--- config.mk ---
export PLATFORM = sky130hd
export DESIGN_NAME = fir_output_decimator
export DESIGN_NICKNAME = d
export VERILOG_FILES = /design/src/rtl/fir_output_decimator_pkg.sv /design/src/rtl/fir_output_decimator_sync_fifo.sv /design/src/rtl/fir_output_decimator.sv
export SDC_FILE = /design/constraint.sdc
export NUM_CORES = 1
export LEC_CHECK = 0
export BUFFER_PORTS_ARGS = -buffer_cell sky130_fd_sc_hd__buf_4
export CORE_AREA = 2 2 119 110
export CTS_BUF_LIST = sky130_fd_sc_hd__clkbuf_8
export DETAILED_ROUTE_END_ITERATION = 8
export DIE_AREA = 0 0 121 112
export GPL_ROUTABILITY_DRIVEN = 0
export GPL_TIMING_DRIVEN = 0
export PLACE_DENSITY = 0.81
export SETUP_SLACK_MARGIN = 0.02
export SLEW_MARGIN = 20
export SYNTH_ARGS = -nofsm -noshare
export SYNTH_HDL_FRONTEND = slang
export SYNTH_HIERARCHICAL = 1
export SYNTH_SLANG_ARGS = --single-unit
--- constraint.sdc ---
create_clock -name clock -period 9.2 [get_ports clock]
set_clock_uncertainty 0.05 [all_clocks]
set_input_delay 1.84 -clock clock [delete_from_list [all_inputs] [get_ports clock]]
set_output_delay 1.84 -clock clock [all_outputs]
set_load 0.02 [all_outputs]
--- src/rtl/fir_output_decimator_pkg.sv ---
// Shared FIR parameter defaults and small helpers for the FIR datapath blocks.
package fir_output_decimator_pkg;

  // Defaults shared with filter and FIR_filter.
  localparam int unsigned FIR_NUM_BITS    = 8;
  localparam int unsigned FIR_OUTPUT_SIZE = 2 * FIR_NUM_BITS + 1;
  localparam int unsigned FIR_DECIM       = 4;
  localparam int unsigned FIR_OUT_WIDTH   = 10;
  localparam int unsigned FIR_FIFO_DEPTH  = 8;

  // Index width that stays at least one bit wide for degenerate sizes.
  function automatic int unsigned idx_width(input int unsigned n);
    return (n > 1) ? $clog2(n) : 1;
  endfunction

endpackage

--- src/rtl/fir_output_decimator_sync_fifo.sv ---
// Registered-output synchronous FIFO. Head is read straight from storage, so a
// written entry only becomes visible after the write edge (no fall-through).
module sync_fifo
  import fir_output_decimator_pkg::*;
#(
  parameter int unsigned WIDTH = 10,
  parameter int unsigned DEPTH = 8
) (
  input  logic                       clock,
  input  logic                       reset,
  input  logic                       wr_en,
  input  logic [WIDTH-1:0]           wr_data,
  input  logic                       rd_ready,
  output logic [WIDTH-1:0]           rd_data,
  output logic                       rd_valid,
  output logic [$clog2(DEPTH):0]     count,
  output logic                       drop
);

  localparam int unsigned PW   = idx_width(DEPTH);
  localparam int unsigned CNTW = $clog2(DEPTH) + 1;

  logic [WIDTH-1:0] mem_q [DEPTH];
  logic [PW-1:0]    wr_ptr_q, rd_ptr_q;
  logic [CNTW-1:0]  count_q;
  logic             full, pop, accept;

  // Full FIFO still accepts a write when the head is popped on the same edge.
  always_comb begin
    full     = (count_q == CNTW'(DEPTH));
    pop      = rd_ready && (count_q != '0);
    accept   = wr_en && (!full || pop);
    drop     = wr_en && full && !pop;
    rd_data  = mem_q[rd_ptr_q];
    rd_valid = (count_q != '0);
    count    = count_q;
  end

  // Storage, pointers (modulo DEPTH) and occupancy.
  always_ff @(posedge clock or negedge reset) begin
    if (!reset) begin
      for (int i = 0; i < int'(DEPTH); i++) begin
        mem_q[i] <= '0;
      end
      wr_ptr_q <= '0;
      rd_ptr_q <= '0;
      count_q  <= '0;
    end else begin
      if (accept) begin
        mem_q[wr_ptr_q] <= wr_data;
        wr_ptr_q        <= (wr_ptr_q == PW'(DEPTH - 1)) ? '0 : wr_ptr_q + PW'(1);
      end
      if (pop) begin
        rd_ptr_q <= (rd_ptr_q == PW'(DEPTH - 1)) ? '0 : rd_ptr_q + PW'(1);
      end
      unique case ({accept, pop})
        2'b10:   count_q <= count_q + CNTW'(1);
        2'b01:   count_q <= count_q - CNTW'(1);
        default: count_q <= count_q;
      endcase
    end
  end

endmodule

--- src/rtl/fir_output_decimator.sv ---
// Boxcar decimator on the filter output: averages DECIM samples, rounds
// half-up to OUT_WIDTH with saturation and queues results in a FIFO.
module fir_output_decimator
  import fir_output_decimator_pkg::*;
#(
  parameter int unsigned num_bits    = FIR_NUM_BITS,
  parameter int unsigned output_size = 2 * num_bits + 1,
  parameter int unsigned DECIM       = FIR_DECIM,
  parameter int unsigned OUT_WIDTH   = FIR_OUT_WIDTH,
  parameter int unsigned FIFO_DEPTH  = FIR_FIFO_DEPTH
) (
  input  logic                          clock,
  input  logic                          reset,
  input  logic [output_size-1:0]        data_in,
  input  logic                          enable,
  output logic [OUT_WIDTH-1:0]          out_data,
  output logic                          out_valid,
  input  logic                          out_ready,
  output logic [$clog2(FIFO_DEPTH):0]   fifo_count,
  output logic                          overflow,
  input  logic                          clear_ovf
);

  localparam int unsigned LOG2D = $clog2(DECIM);
  localparam int unsigned CW    = idx_width(DECIM);
  localparam int unsigned AW    = output_size + LOG2D;
  localparam int unsigned SH    = output_size - OUT_WIDTH;

  logic [CW-1:0]          cnt_q, cnt_d;
  logic [AW-1:0]          acc_q, acc_d, sum;
  logic [output_size-1:0] avg;
  logic [output_size:0]   rounded;
  logic [OUT_WIDTH:0]     shifted;
  logic [OUT_WIDTH-1:0]   reduced;
  logic                   last, push, drop;
  logic                   overflow_q, overflow_d;

  // Window sum, average and half-up rounding with saturation on carry-out.
  always_comb begin
    last    = (cnt_q == CW'(DECIM - 1));
    sum     = acc_q + AW'(data_in);
    avg     = output_size'(sum >> LOG2D);
    rounded = {1'b0, avg} + ((output_size + 1)'(1) << (SH - 1));
    shifted = (OUT_WIDTH + 1)'(rounded >> SH);
    reduced = shifted[OUT_WIDTH] ? '1 : shifted[OUT_WIDTH-1:0];
    push    = enable && last;
  end

  // Next window state; disabling discards any partial window.
  always_comb begin
    cnt_d      = '0;
    acc_d      = '0;
    overflow_d = (overflow_q && !clear_ovf) || drop;
    if (enable) begin
      cnt_d = last ? '0 : cnt_q + CW'(1);
      acc_d = (cnt_q == '0) ? AW'(data_in) : sum;
    end
  end

  // Window counter, accumulator and sticky overflow registers.
  always_ff @(posedge clock or negedge reset) begin
    if (!reset) begin
      cnt_q      <= '0;
      acc_q      <= '0;
      overflow_q <= 1'b0;
    end else begin
      cnt_q      <= cnt_d;
      acc_q      <= acc_d;
      overflow_q <= overflow_d;
    end
  end

  assign overflow = overflow_q;

  sync_fifo #(
    .WIDTH (OUT_WIDTH),
    .DEPTH (FIFO_DEPTH)
  ) u_fifo (
    .clock    (clock),
    .reset    (reset),
    .wr_en    (push),
    .wr_data  (reduced),
    .rd_ready (out_ready),
    .rd_data  (out_data),
    .rd_valid (out_valid),
    .count    (fifo_count),
    .drop     (drop)
  );

endmodule

# --- Yosys cells after proc, flatten, opt, wreduce, memory -nomap -nowiden ---
# Index checks and enable logic that the tools add are counted.
op_classes:
  n_bitwise: 2
  addsub: 7
  n_eq_ne: 6
  n_mux: 14
  reduce_logical: 15
  magnitude_cmp: 3
ops:
  columns: ["op", "count"]
  rows:
  - ["80-bit bitwise mux", 1]
  - ["10-bit 2-to-1 mux", 4]
  - ["19-bit 2-to-1 mux", 2]
  - ["10-bit binary-select mux with 3-bit select", 1]
  - ["10-bit demux with 3-bit select", 1]
  - ["19-bit by 17-bit adder with 19-bit output", 1]
  - ["17-bit by 7-bit adder with 18-bit output (second input constant)", 1]
  - ["4-bit greater-or-equal comparator (second input constant)", 2]
  - ["3-bit inverter with 4-bit output", 2]
  - ["4-bit case mux with 2 select lines", 1]
  - ["1-bit logical AND", 7]
  - ["3-bit by 1-bit adder with 3-bit output (second input constant)", 2]
  - ["3-bit equality test (second input constant)", 2]
  - ["3-bit 2-to-1 mux", 2]
  - ["4-bit by 1-bit adder with 4-bit output (second input constant)", 1]
  - ["2-bit equality test (second input constant)", 2]
  - ["4-bit equality test (second input constant)", 1]
  - ["4-bit by 1-bit less-than comparator with 1-bit output (second input constant)", 1]
  - ["2-bit 2-to-1 mux", 2]
  - ["4-bit nonzero test", 1]
  - ["4-bit by 1-bit subtractor with 4-bit output (second input constant)", 1]
  - ["1-bit zero test", 3]
  - ["2-bit by 1-bit adder with 2-bit output (second input constant)", 1]
  - ["2-bit by 1-bit equality test with 1-bit output (second input constant)", 1]
  - ["3 further kinds", 4]
word_totals:
  regBits: 112
  inputBits: 22
  elab_cells: 61
  out_inout_bits: 16

# --- Depth between registers and ports, before layout ---
logic_depth:
  ltp_word: 6
  mapped_depth: 11
  ltp_nobuf: 11

# --- By module ---
# Netlist, hierarchy kept.
modules_own_cells:
  columns: ["mod", "seq_area_each_um2", "area_each_um2", "cells_each", "instances"]
  rows:
  - ["sync_fifo", 2252.2, 4239.1, 273, 1]
  - ["fir_output_decimator", 550.5, 2387.3, 277, 1]

# --- Worst setup path before layout ---
# OpenSTA, ideal clock, no wires.
synth_path:
  path_type: "input -> register"
  from: "in data_in[0]"
  to: "reg u_fifo/mem_q[19] (netlist bit)"
  slack_ns: 4.423
  n_path_buf: 0
  setup_ns: 0.066
  cell_stages: 10
  arrival_ns: 4.661
  required_ns: 9.084
  path_cell_list: "ha_1 -> fa_1 -> a211oi_2 -> o21ai_2 -> a21o_1 -> a2111oi_4 -> nand4_4 -> a2111oi_2 -> mux2i_1 -> mux2_2"
synth_between:
  elab_chain_len: 4
synth_lines:
  columns: ["item", "line_no", "text"]
  rows:
  - ["start: declaration", "fir_output_decimator.sv:14", "input logic [output_size-1:0] data_in,"]
  - ["19-bit by 17-bit adder with 19-bit output", "fir_output_decimator.sv:41", "sum = acc_q + AW'(data_in);"]
  - ["17-bit by 7-bit adder with 18-bit output", "fir_output_decimator.sv:43", "rounded = {1'b0, avg} + ((output_size + 1)'(1) << (SH - 1));"]
  - ["10-bit 2-to-1 mux", "fir_output_decimator.sv:45", "reduced = shifted[OUT_WIDTH] ? '1 : shifted[OUT_WIDTH-1:0];"]
  - ["via reduced[9]", "fir_output_decimator.sv:34", "logic [OUT_WIDTH-1:0] reduced;"]
  - ["80-bit bitwise mux", "fir_output_decimator_sync_fifo.sv:50", "mem_q[wr_ptr_q] <= wr_data;"]
  - ["end signal: indexed assignment", "fir_output_decimator_sync_fifo.sv:50", null]
  - ["end: declaration", "fir_output_decimator_sync_fifo.sv:23", "logic [WIDTH-1:0] mem_q [DEPTH];"]
# The timed path passes the listed nets, and every way through them passes these cells.
# A chain may end at the register's enable or synchronous reset.

# --- Worst setup path in the final report ---
layout_path:
  from: "in data_in[0]"
  to: "reg u_fifo/mem_q[49] (netlist bit)"
# Same word-level chain as after synthesis.

==> impl_metrics.py <==
metrics = {
    "synthesis": {
        "yosys_warnings": 6,
        "synth_ff_type": "dfrtp_1",
        "synth_edf_count": 0,
        "synthMuxAreaShare_pct": 24.77,
        "ys_seq_area_share_pct": 42.30,
        "synth_cell_type_count": 77,
        "syn_nets": 598,
        "avgSynthCellArea_um2": 12.05,
        "synthCells": 550,
        "synth_compound_area_share_pct": 11.25,
        "synth_top_family_by_area": "multiplexers",
        "synthArstFlopShare_pct": 100.0,
        "synth-xor-area-share_pct": 1.586,
        "syn_area_mm2": 0.006626,
        "synth-simple-area-share_pct": 12.46,
        "synth_fa_ha_area_share_pct": 5.023,
        "synth_seq_cells": 112,
    },
    "cts": {
        "cts.sinks": 112,
        "clkTransAtPathRegs_ns": 0.10,
        "post_cts_buffers": 0,
        "worst_skew_pair.late_latency_ns": 0.38,
        "cts_tree": "yes",
        "cts_buffers": 9,
        "cts_resized": 0,
        "root_buffer": "clkbuf_8",
        "clk_path_buf_depth": 2,
        "cts.htree.levels": 3,
        "cts_hold_buffers": 0,
    },
    "critical_path": {
        "cp-start-kind": "primary input",
        "required_ns": 9.47,
        "crit_path_start": "data_in[0]",
        "rr_startpoint": "acc_q[0]",
        "rr_worst_depth": 10,
        "cp-endpoint": "u_fifo/mem_q[49]",
        "ff2ff_setup_slack_ns": 5.17,
        "cp-end-kind": "flip-flop",
        "reg2reg_to": "u_fifo/mem_q[49]",
        "worst_ep_arrival_time_ns": 5.52,
        "cp_max_fo": 8,
        "path_class": "in2reg",
    },
    "detailed_routing": {
        "vias": 4631,
        "wl_per_cell_um": 18.89,
        "drt-total-wl_mm": 14.47,
        "first_pass_iters": 7,
        "first_iter_violations": 377,
        "drc_errors": 0,
        "viasPerCell": 6.046,
        "ant_nets": 0,
    },
    "cells_and_area": {
        "regArea_mm2": 0.002803,
        "final_cell_mix": "dfrtp_1 (112), mux2_2 (96), buf_4 (39)",
        "multi_input_area_mm2": 0.003651,
        "drive_gt1_share_pct": 34.55,
        "mostFrequentLayoutCell": "dfrtp_1",
        "nFillCells": 969,
        "final_util_pct": 59.07,
        "syn_to_final_growth_pct": 10.05,
        "antenna_cells": 0,
        "fin_nets": 646,
    },
    "worst_hold_path": {
        "hold_class": "reg2reg",
    },
    "timing": {
        "clock.fmax_mhz": 190.6,
        "fin_setup_tns_ns": 0,
        "finalCritPeriodShare_pct": 57.02,
        "drv_slew": 0,
        "tightest_slew_ns": 0.8857,
        "hold_viol": 0,
        "setup_viol": 0,
        "period_minus_slack_ns": 5.246,
        "rsz0062_at_grt": "false",
        "slew_headroom_pct": 40.95,
    },
    "floorplan": {
        "rows": 39,
        "dieArea_mm2": 0.01355,
        "io_pins": 38,
        "die_h_um": 112,
        "start_util_pct": 53.67,
        "die_w_um": 121,
        "core_mm2": 0.01235,
    },
    "grt": {
        "grt_pass1_wl_mm": 24.29,
        "track_usage_pct": 22.89,
        "antenna_found_initial": 0,
        "grt_pass1_vias": 4818,
        "gr-total-overflow": 0,
        "grt_max_degree": 113,
    },
    "placed_design": {
        "dpl.hpwl_mm": 10.18,
        "io_buffers": 37,
    },
    "flow_run": {
        "cap_violations": 0,
    },
    "power_and_ir_drop": {
        "powerDensity_mw_per_mm2": 230.4,
        "peakVddDrop_v": 0.00009588,
        "power.leakage_nw": 3.401,
    },
    "outcome": {
        "status": "complete, no violations",
    },
}
[stage by stage]
stage / setup slack, ns / total power, W / std cells / hold slack [ns] / instance area, um2
after floorplan: 4.423 / 0.001189 / 550 / 0.3854 / 6626
after global placement: 3.826 / 0.001360 / 751 / 0.3978 / 7109
after detailed placement: 3.665 / 0.001404 / 751 / 0.4027 / 7113
after CTS: 4.061 / 0.001683 / 766 / 0.4176 / 7289
after global routing: 3.784 / 0.001787 / 766 / 0.4468 / 7292
final: 3.954 / 0.001680 / 766 / 0.4130 / 7292
[registers in the layout (all words and copies together), names as in the netlist]
register	flops
u_fifo/wr_ptr_q	3
u_fifo/mem_q	80
acc_q	19
u_fifo/count	4
cnt_q	2
overflow	1
u_fifo/rd_ptr_q	3
[power breakdown]
part | switching (W) | internal [W]
clock | 0.000178 | 0.000102
sequential | 0.0000689 | 0.000583
combinational | 0.000415 | 0.000333
[synthesized netlist by cell type, drive strengths merged, types with 3 or more instances]
library cell  count  share of area (%)
nor3b             5               0.57
clkbuf           12               0.68
a21o             10                1.2
nand3             8               0.68
nand4            10                1.3
nand2b            6               0.57
xnor2             9                1.2
mux2i            11                1.7
a21oi            27                2.4
nor2             15               0.85
inv               6               0.34
nand4b            3               0.40
xor2              3               0.40
nor2b            13                1.2
buf              16                1.6
nand2            29                1.6
nor3              9                1.0
and2             13                1.2
and3              3               0.30
mux4             20                6.8
dfrtp           112                 42
o21ai            24                1.9
o211ai            8               0.98
a211oi            6               0.76
and4              3               0.40
a2111oi           4               0.91
ha               25                4.7
nor4b             3               0.59
or3               6               0.59
mux2             96                 16
o21a              5               0.57
[how the worst min path moves through the flow]
stage | end | cells after the start | start | slack (ns)
after floorplan | cnt_q[0] | 1 | cnt_q[0] | 0.39
after global placement | cnt_q[0] | 1 | cnt_q[0] | 0.40
after detailed placement | cnt_q[0] | 1 | cnt_q[0] | 0.40
after CTS | cnt_q[0] | 1 | cnt_q[0] | 0.42
after global routing | cnt_q[0] | 1 | cnt_q[0] | 0.45
final | cnt_q[0] | 1 | cnt_q[0] | 0.41
[layout make-up]
class | instances | area share (%)
inverter | 6 | 0.3089
clock inverter | 6 | 0.7207
multi-input combinational | 404 | 50.07
tap | 164 | 2.814
buffer | 28 | 2.059
sequential | 112 | 38.44
timing repair buffer | 37 | 3.895
clock buffer | 9 | 1.699
[metal layers]
layer	vias to the layer above	part of all wire [%]	global-route usage, %
li1	2158	-	-
met1	2337	45	31.50
met2	114	49	36.40
met3	22	4.4	3.586
met4	0	2.0	9.302
met5	-	0	0
[cell families after synthesis]
kind of cell | Yosys count
XOR/XNOR | 12
adder cells (fa/ha/maj) | 26
buffers and inverters | 34
flip-flops | 112
AND/OR/NAND/NOR | 135
AO/OA/AOI/OAI | 104
multiplexers | 127
[worst max-delay path, stage by stage]
cell,delay (ns)
buf_4,0.12
ha_1,0.23
fa_1,0.44
a211oi_2,0.31
o21ai_2,0.16
and3_2,0.23
nor3_2,0.48
nand4_1,0.39
a2111oi_2,0.35
mux2i_1,0.67
mux2_2,0.29
No activity file was read; power rests on OpenSTA's default activity.
